$ cat src/rtl/fifo_uart_pkg.sv
// Shared types and constants for the FIFO-to-UART drain stage.
package fifo_uart_pkg;

  typedef enum logic [2:0] {
    IDLE   = 3'd0,
    FETCH  = 3'd1,
    LOAD   = 3'd2,
    START  = 3'd3,
    DATA   = 3'd4,
    PARITY = 3'd5,
    STOP   = 3'd6
  } state_t;

  localparam int unsigned DATA_BITS = 8;
  localparam logic        LINE_IDLE = 1'b1;

endpackage

$ cat src/rtl/uart_baud_gen.sv
// Bit-period counter: tick marks the last clock of each serial bit.
module uart_baud_gen
  import fifo_uart_pkg::*;
#(
  parameter int unsigned CLKS_PER_BIT = 16
) (
  input  logic clock,
  input  logic reset,
  input  logic clear,
  output logic tick
);

  localparam int unsigned W = (CLKS_PER_BIT > 1) ? $clog2(CLKS_PER_BIT) : 1;
  localparam logic [W-1:0] LAST = W'(CLKS_PER_BIT - 1);

  logic [W-1:0] count;

  always_ff @(posedge clock or posedge reset) begin
    if (reset) begin
      count <= '0;
    end else if (clear || count == LAST) begin
      count <= '0;
    end else begin
      count <= count + 1'b1;
    end
  end

  assign tick = (count == LAST);

endmodule

$ cat src/rtl/fifo_uart_tx.sv
// Pops bytes from the FIFO and serialises them: start, 8 data LSB first,
// optional even parity, one stop bit.
module fifo_uart_tx
  import fifo_uart_pkg::*;
#(
  parameter int unsigned CLKS_PER_BIT = 16,
  parameter bit          PARITY_EN    = 1'b0
) (
  input  logic       clock,
  input  logic       reset,
  input  logic       txEnable,
  input  logic       empty,
  output logic       read,
  input  logic [7:0] fifoData,
  output logic       txd,
  output logic       busy,
  output logic       frameDone
);

  localparam int unsigned IW = $clog2(DATA_BITS);
  localparam logic [IW-1:0] LAST_BIT = IW'(DATA_BITS - 1);

  state_t                 state;
  logic [DATA_BITS-1:0]   shift;
  logic [IW-1:0]          bitIdx;
  logic                   parity;
  logic                   tick;
  logic                   clear;

  // Holding the counter clear through IDLE/FETCH/LOAD zeroes it on START entry;
  // every later state change coincides with a tick, where it wraps to zero anyway.
  assign clear = (state == IDLE) || (state == FETCH) || (state == LOAD);

  uart_baud_gen #(.CLKS_PER_BIT(CLKS_PER_BIT)) baud (
    .clock (clock),
    .reset (reset),
    .clear (clear),
    .tick  (tick)
  );

  assign read      = (state == FETCH);
  assign busy      = (state != IDLE);
  assign frameDone = (state == STOP) && tick;

  always_ff @(posedge clock or posedge reset) begin
    if (reset) begin
      state  <= IDLE;
      txd    <= LINE_IDLE;
      shift  <= '0;
      bitIdx <= '0;
      parity <= 1'b0;
    end else begin
      case (state)
        IDLE: begin
          txd <= LINE_IDLE;
          if (txEnable && !empty) state <= FETCH;
        end
        FETCH: state <= LOAD;
        LOAD: begin
          shift  <= fifoData;
          parity <= ^fifoData;
          bitIdx <= '0;
          txd    <= 1'b0;
          state  <= START;
        end
        START: begin
          if (tick) begin
            txd   <= shift[0];
            state <= DATA;
          end
        end
        DATA: begin
          if (tick) begin
            shift <= shift >> 1;
            if (bitIdx == LAST_BIT) begin
              txd   <= PARITY_EN ? parity : LINE_IDLE;
              state <= PARITY_EN ? PARITY : STOP;
            end else begin
              txd    <= shift[1];
              bitIdx <= bitIdx + 1'b1;
            end
          end
        end
        PARITY: begin
          if (tick) begin
            txd   <= LINE_IDLE;
            state <= STOP;
          end
        end
        STOP: begin
          if (tick) state <= IDLE;
        end
        default: begin
          txd   <= LINE_IDLE;
          state <= IDLE;
        end
      endcase
    end
  end

endmodule

$ cat config.mk
export PLATFORM = sky130hd
export DESIGN_NAME = fifo_uart_tx
export DESIGN_NICKNAME = d
export VERILOG_FILES = /design/src/rtl/fifo_uart_pkg.sv /design/src/rtl/uart_baud_gen.sv /design/src/rtl/fifo_uart_tx.sv
export SDC_FILE = /design/constraint.sdc
export NUM_CORES = 1
export LEC_CHECK = 0
export BUFFER_PORTS_ARGS = -buffer_cell sky130_fd_sc_hd__buf_2
export CAP_MARGIN = 10
export CORE_MARGIN = 8
export CORE_UTILIZATION = 59
export CTS_BUF_LIST = sky130_fd_sc_hd__clkbuf_16
export DETAILED_ROUTE_END_ITERATION = 6
export MAX_ROUTING_LAYER = met4
export PLACE_DENSITY = 0.82
export REMOVE_ABC_BUFFERS = 1
export SKIP_CTS_REPAIR_TIMING = 1
export SLEW_MARGIN = 15
export SYNTH_ARGS = -nofsm -noshare
export SYNTH_HDL_FRONTEND = slang
export SYNTH_SLANG_ARGS = --single-unit
$ cat constraint.sdc
create_clock -name clock -period 4.35 [get_ports clock]
set_input_delay 0.435 -clock clock [delete_from_list [all_inputs] [get_ports clock]]
set_output_delay 0.435 -clock clock [all_outputs]
set_load 0.01 [all_outputs]
==> results of run 1 <==
==> flip-flops by register name, summed over array words and instances (netlist names) <==
register	count
bitIdx	3
state	3
baud.count	4
txd	1
shift	8
==> cell usage after synthesis <==
master,n,share of area (%)
nor2_1,2,0.69
or3_4,1,1.0
a32o_1,1,0.92
nand4b_1,2,1.6
xnor2_1,1,0.81
ha_1,3,3.5
nand2b_1,1,0.58
nand2_1,8,2.8
a22o_1,1,0.81
nor3b_2,1,1.2
mux2_1,1,1.0
nor3_1,2,0.92
nor3b_1,5,3.5
o31ai_1,1,0.69
o21ai_0,10,4.6
a21oi_4,1,1.5
a211oi_1,1,0.69
nand4_1,2,1.2
a31o_2,1,0.81
nand3_1,5,2.3
o211ai_1,1,0.69
mux2_2,13,14
inv_1,5,1.7
and3_1,1,0.58
buf_2,3,1.4
dfstp_2,1,2.4
a21oi_1,10,4.6
clkbuf_1,5,1.7
dfrtp_1,18,42
or3_1,1,0.58
==> area by class of cell <==
cell class	instances	area [sq um]	share of cell area (%)
Inverter	5	18.8	1.52
Timing Repair Buffer	15	75.1	6.08
Clock inverter	1	5.00	0.405
Sequential cell	19	477	38.6
Multi-Input combinational cell	76	553	44.8
Clock buffer	3	75.1	6.08
Tap cell	25	31.3	2.53
==> power groups by stage <==
stage	clock, mW	sequential (mW)	combinational (mW)
6_report	0.189	0.183	0.0162
5_1_grt	0.197	0.184	0.0183
4_1_cts	0.190	0.183	0.0167
3_5_place_dp	0	0.186	0.0165
3_3_place_gp	0	0.186	0.0160
2_1_floorplan	0	0.186	0.00937
==> cells in the final DEF, fill, tap and decap left out <==
cell / n
a211oi_1: 1
nor3b_2: 1
dfrtp_1: 18
a21oi_1: 10
a22o_1: 1
o21ai_0: 10
clkinv_2: 1
xnor2_1: 1
mux2_1: 1
buf_2: 15
nand2_1: 8
inv_1: 5
nand2b_1: 1
or3_4: 1
a32o_1: 1
nor2_1: 2
o211ai_1: 1
dfstp_2: 1
o31ai_1: 1
a31o_2: 1
nor3_1: 2
and3_1: 1
ha_1: 3
nand3_1: 5
clkbuf_16: 3
nand4_1: 2
or3_1: 1
nor3b_1: 5
mux2_2: 13
nand4b_1: 2
a21oi_4: 1
==> cell families after synthesis <==
kind of cell | after synthesis | synth area share (%)
buf+inv | 13 | 4.86
simple gates | 31 | 16.9
compound gates | 27 | 15.4
flops | 19 | 44.0
xor+xnor | 1 | 0.809
mux | 14 | 14.6
fa+ha+maj | 3 | 3.47
==> routing by layer <==
| layer | vias to the layer above | wire length, um | track usage, % |
|---|---|---|---|
| met4 | 0 | 36 | 6.14 |
| met2 | 21 | 993 | 19.9 |
| met1 | 419 | 1010 | 18.0 |
| li1 | 419 | - | - |
| met5 | - | 0 | - |
| met3 | 5 | 115 | 4.35 |
==> worst max path at each step <==
stage | startpoint | to | slack, ns | depth (start not counted)
after floorplan | state[2]$_DFFE_PP0P_ | shift[1]$_DFFE_PP0P_ | 2.37 | 3
after global placement | state[2]$_DFFE_PP0P_ | shift[1]$_DFFE_PP0P_ | 2.19 | 3
after detailed placement | state[2]$_DFFE_PP0P_ | shift[1]$_DFFE_PP0P_ | 2.08 | 3
after CTS | state[2]$_DFFE_PP0P_ | shift[1]$_DFFE_PP0P_ | 2.02 | 3
after global routing | state[2]$_DFFE_PP0P_ | txd$_DFFE_PP1P_ | 1.85 | 4
final | state[2]$_DFFE_PP0P_ | shift[1]$_DFFE_PP0P_ | 1.99 | 3
==> results.yml, run 1 <==
yosys:
  ys_seq_elements: 19
  syn_avg_cell_area_sq_um: 10.0
  ys_seq_area_share_pct: 44.0
  yosysUniqueCellTypes: 30
  ys_warn_count: 0
  postSynthCellCount: 108
  synth_area_sq_um: 1080
placed_design:
  place_congestion: 0.772
  place_ws_ns: 2.08
  dp_cells: 140
  dpl.hpwl_um: 1490
  postPlaceCellArea_sq_um: 1150
  io_buffers: 15
power_and_ir_drop:
  p_int_mw: 0.313
  combPwrFrac_pct: 4.2
  clock_power_share_pct: 48.7
  share_seq_of_total_power_pct: 47.1
  power_density_nw_per_um2: 315
  total_power_mw: 0.389
  p_leak_nw: 0.548
  peakVddDrop_v: 0.000257
  switching_share_pct: 19.4
  p_sw_mw: 0.0754
cells_and_area:
  drive_gt1_share_pct: 31.1
  area_growth_pct: 14.1
  nNetsFinal: 135
  n_fill_cell: 118
  antennaDiodeCount: 0
  stdcell_area_sq_um: 1230
  fin_util_pct: 71.5
  layoutNonFillerInstCount: 144
drt:
  vias: 864
  drt-wirelength-per-cell_um: 15.0
  first_pass_iters: 4
  drt-initial-drc-count: 25
  vias_per_cell: 6.00
  drc: 0
  ant_nets: 0
  routed_wl_um: 2160
setup_path:
  cp_slowest_cell: "nor3b_2"
  path_cells: "nor3b_2 > mux2_2 > mux2_1"
  endpoint_kind: "register"
  rrSetupSlack_ns: 1.99
  rr_worst_depth: 3
  rr_startpoint: "state[2]$_DFFE_PP0P_"
  worstPathMaxFanout: 19
  critPathTopFamily: "simple AND/OR/NAND/NOR gates"
  worstPathArrival_ns: 2.50
  cp-start-kind: "register"
  reg2reg_to: "shift[1]$_DFFE_PP0P_"
  path_class: "reg -> reg"
  required_ns: 4.48
  path_buf_inv: 0
  slowest_delay_ns: 0.86
global_route:
  overflow: 0
  grt_use_total_pct: 14.1
  grt_pass1_vias: 794
  grt_max_degree: 20
  antenna_found_initial: 0
  grt_pass1_wl_um: 3710
flow_run:
  drv_cap: 0
sta:
  final-setup-viol-count: 0
  setup_tns_ns: 0
  timing.final.crit_share_pct: 54.3
  fin_crit_ns: 2.36
  fmax_ghz: 0.423
  worst_pin_slew_ns: 0.946
  finalHoldViolations: 0
  rsz0062_at_grt: "no"
  skew_ns: 0.00290
  worst_slack_ns: 1.99
  hold_ws_ns: 0.296
  maxSlewViolCount: 0
  slew_headroom_pct: 36.6
clock_network:
  clk_path_buf_depth: 2
  clkTransAtPathRegs_ns: 0.05
  cts_tree: "built"
  cts_root_buf: "clkbuf_16"
  clock_latency_ns: 0.25
  cts_buffers: 3
  clock_sink_count: 19
  cts_max_level: 1
floorplan:
  row_count: 15
  die_area_sq_um: 3460
  dieHeight_um: 58.8
  die_w_um: 58.8
  num_io_pins: 16
  core_sq_um: 1730
  initial_core_util_pct: 62.7
run_status:
  status: "complete, no violations"
hold_path:
  hold_class: "in -> async"
Note: power is estimated with default switching activity, not from simulation.
==> inputs of run 2 (changes only) <==
--- a/config.mk
+++ b/config.mk
@@ -8,11 +8,11 @@
 export BUFFER_PORTS_ARGS = -buffer_cell sky130_fd_sc_hd__buf_2
 export CAP_MARGIN = 10
 export CORE_MARGIN = 8
-export CORE_UTILIZATION = 59
+export CORE_UTILIZATION = 55
 export CTS_BUF_LIST = sky130_fd_sc_hd__clkbuf_16
 export DETAILED_ROUTE_END_ITERATION = 6
 export MAX_ROUTING_LAYER = met4
-export PLACE_DENSITY = 0.82
+export PLACE_DENSITY = 0.77
 export REMOVE_ABC_BUFFERS = 1
 export SKIP_CTS_REPAIR_TIMING = 1
 export SLEW_MARGIN = 15
==> constraint.sdc (replaced) <==
create_clock -name clock -period 2.2 [get_ports clock]
set_input_delay 0.22 -clock clock [delete_from_list [all_inputs] [get_ports clock]]
set_output_delay 0.22 -clock clock [all_outputs]
set_load 0.01 [all_outputs]
==> run 2 against run 1 <==
  * Combinational power rose by 98%
  * Global-route usage barely moved
  * Final area rose by 2.5%
  * Via count fell by 0.46%
  * Sequential share of layout area fell by 0.95 points
  * Sequential cell count did not move
  * Critical path depth rose by 2
  * Core utilization fell by 4.9 points
  * Clock-buffer cell count did not move
  * First-iteration DRC count rose by 4.0%
  * Register-to-register slack got worse by 1.7 ns
  * Worst setup slack got worse by 1.7 ns
  * Critical endpoint is now shift[6]$_DFFE_PP0P_
  * Highest routed layer unchanged
==> results.yml, run 2 (same netlist as run 1, synthesis figures left out) <==
setup_path:
  cp_slowest_cell: "dfrtp_1"
  worstPathArrival_ns: 2.01
  path_class: "reg -> reg"
  rrSetupSlack_ns: 0.32
  reg2reg_to: "shift[6]$_DFFE_PP0P_"
  slowest_delay_ns: 0.39
  cp-start-kind: "register"
  rr_startpoint: "baud.count[0]$_DFF_PP0_"
  critPathTopFamily: "simple AND/OR/NAND/NOR gates"
  rr_worst_depth: 5
  path_cells: "ha_1 > nand3_1 > or3_4 > a21oi_4 > mux2_2"
  path_buf_inv: 0
  endpoint_kind: "register"
  worstPathMaxFanout: 8
  required_ns: 2.34
floorplan:
  num_io_pins: 16
  dieHeight_um: 60.4
  die_w_um: 60.4
  row_count: 16
  die_area_sq_um: 3640
  core_sq_um: 1900
  initial_core_util_pct: 56.9
clock_network:
  cts_tree: "built"
  clk_path_buf_depth: 2
  clkTransAtPathRegs_ns: 0.05
  cts_max_level: 1
  cts_buffers: 3
  clock_sink_count: 19
  cts_root_buf: "clkbuf_16"
  clock_latency_ns: 0.25
sta:
  final-setup-viol-count: 0
  timing.final.crit_share_pct: 85.2
  worst_pin_slew_ns: 0.710
  setup_tns_ns: 0
  fmax_ghz: 0.533
  maxSlewViolCount: 0
  rsz0062_at_grt: "no"
  slew_headroom_pct: 52.6
  skew_ns: 0.00158
  finalHoldViolations: 0
  fin_crit_ns: 1.88
run_status:
  status: "complete, no violations"
cells_and_area:
  seqCellArea_sq_um: 477
  stdcell_area_sq_um: 1270
  largest_reg_flops: 8
  drive_gt1_share_pct: 32.5
  n_fill_cell: 153
  nNetsFinal: 139
  fin_util_pct: 66.6
  multiInputGateArea_sq_um: 553
  final_common_cell: "dfrtp_1"
  top_register: "shift"
  area_growth_pct: 17.0
  antennaDiodeCount: 0
  largestRegisters: "shift x8, baud.count x4"
  layout_common_cells: "18 x dfrtp_1, 15 x buf_2, 13 x mux2_2"
drt:
  drt-wirelength-per-cell_um: 14.5
  drc: 0
  ant_nets: 0
  vias: 860
  vias_per_cell: 5.73
  routed_wl_um: 2170
  first_pass_iters: 4
  drt-initial-drc-count: 26
placed_design:
  dpl.hpwl_um: 1510
  place_congestion: 0.766
  io_buffers: 15
  postPlaceCellArea_sq_um: 1190
global_route:
  antenna_found_initial: 0
  grt_pass1_wl_um: 3790
  grt_pass1_vias: 836
  grt_max_degree: 20
  overflow: 0
  grt_use_total_pct: 14.1
power_and_ir_drop:
  total_power_mw: 0.761
  peakVddDrop_v: 0.000440
  p_leak_nw: 0.568
  power_density_nw_per_um2: 601
flow_run:
  drv_cap: 0
hold_path:
  hold_class: "in -> async"
==> run 2: cell types whose count changed in the layout (fill, tap and decap cells not counted), sizes merged <==
cell,previous run,this run
buf,15,19
inv,5,6
clkinv,1,0
==> run 2: area by class of cell <==
class / count / share of cell area [%]
sequential: 19 / 37.6
tap: 27 / 2.67
inverter: 5 / 1.48
multi-input combinational: 76 / 43.7
clock inverter: 1 / 0.296
clock buffer: 3 / 5.93
timing repair buffer: 19 / 8.30
==> run 2: metal layers <==
| metal | global-route usage (%) | wire [um] |
|---|---|---|
| met1 | 17.6 | 1010 |
| met5 | - | 0 |
| met4 | 7.14 | 42 |
| met2 | 21.2 | 990 |
| met3 | 2.75 | 127 |
==> run 2: where the power goes <==
group | leakage (nW) | total [mW] | switching, mW | internal [mW]
clock network | 0.0423 | 0.367 | 0.126 | 0.242
logic | 0.308 | 0.0321 | 0.0143 | 0.0178
registers | 0.218 | 0.362 | 0.00412 | 0.358
total | 0.568 | 0.761 | 0.144 | 0.617
==> run 2: how the worst max path moves through the flow <==
stage / from / cells past startpoint / to
floorplan: state[2]$_DFFE_PP0P_ / 3 / shift[1]$_DFFE_PP0P_
CTS: baud.count[0]$_DFF_PP0_ / 5 / shift[6]$_DFFE_PP0P_
finish: baud.count[0]$_DFF_PP0_ / 5 / shift[6]$_DFFE_PP0P_
detailed placement: baud.count[0]$_DFF_PP0_ / 5 / shift[6]$_DFFE_PP0P_
global placement: baud.count[0]$_DFF_PP0_ / 5 / shift[2]$_DFFE_PP0P_
global route: baud.count[0]$_DFF_PP0_ / 5 / shift[2]$_DFFE_PP0P_
==> run 2: per-stage QoR <==
step,hold slack [ns],setup WS (ns),cells
2_1_floorplan,0.170,0.224,100
3_3_place_gp,0.355,0.400,146
3_5_place_dp,0.361,0.345,146
4_1_cts,0.0978,0.326,150
5_1_grt,0.146,0.221,150
6_report,0.0748,0.325,150
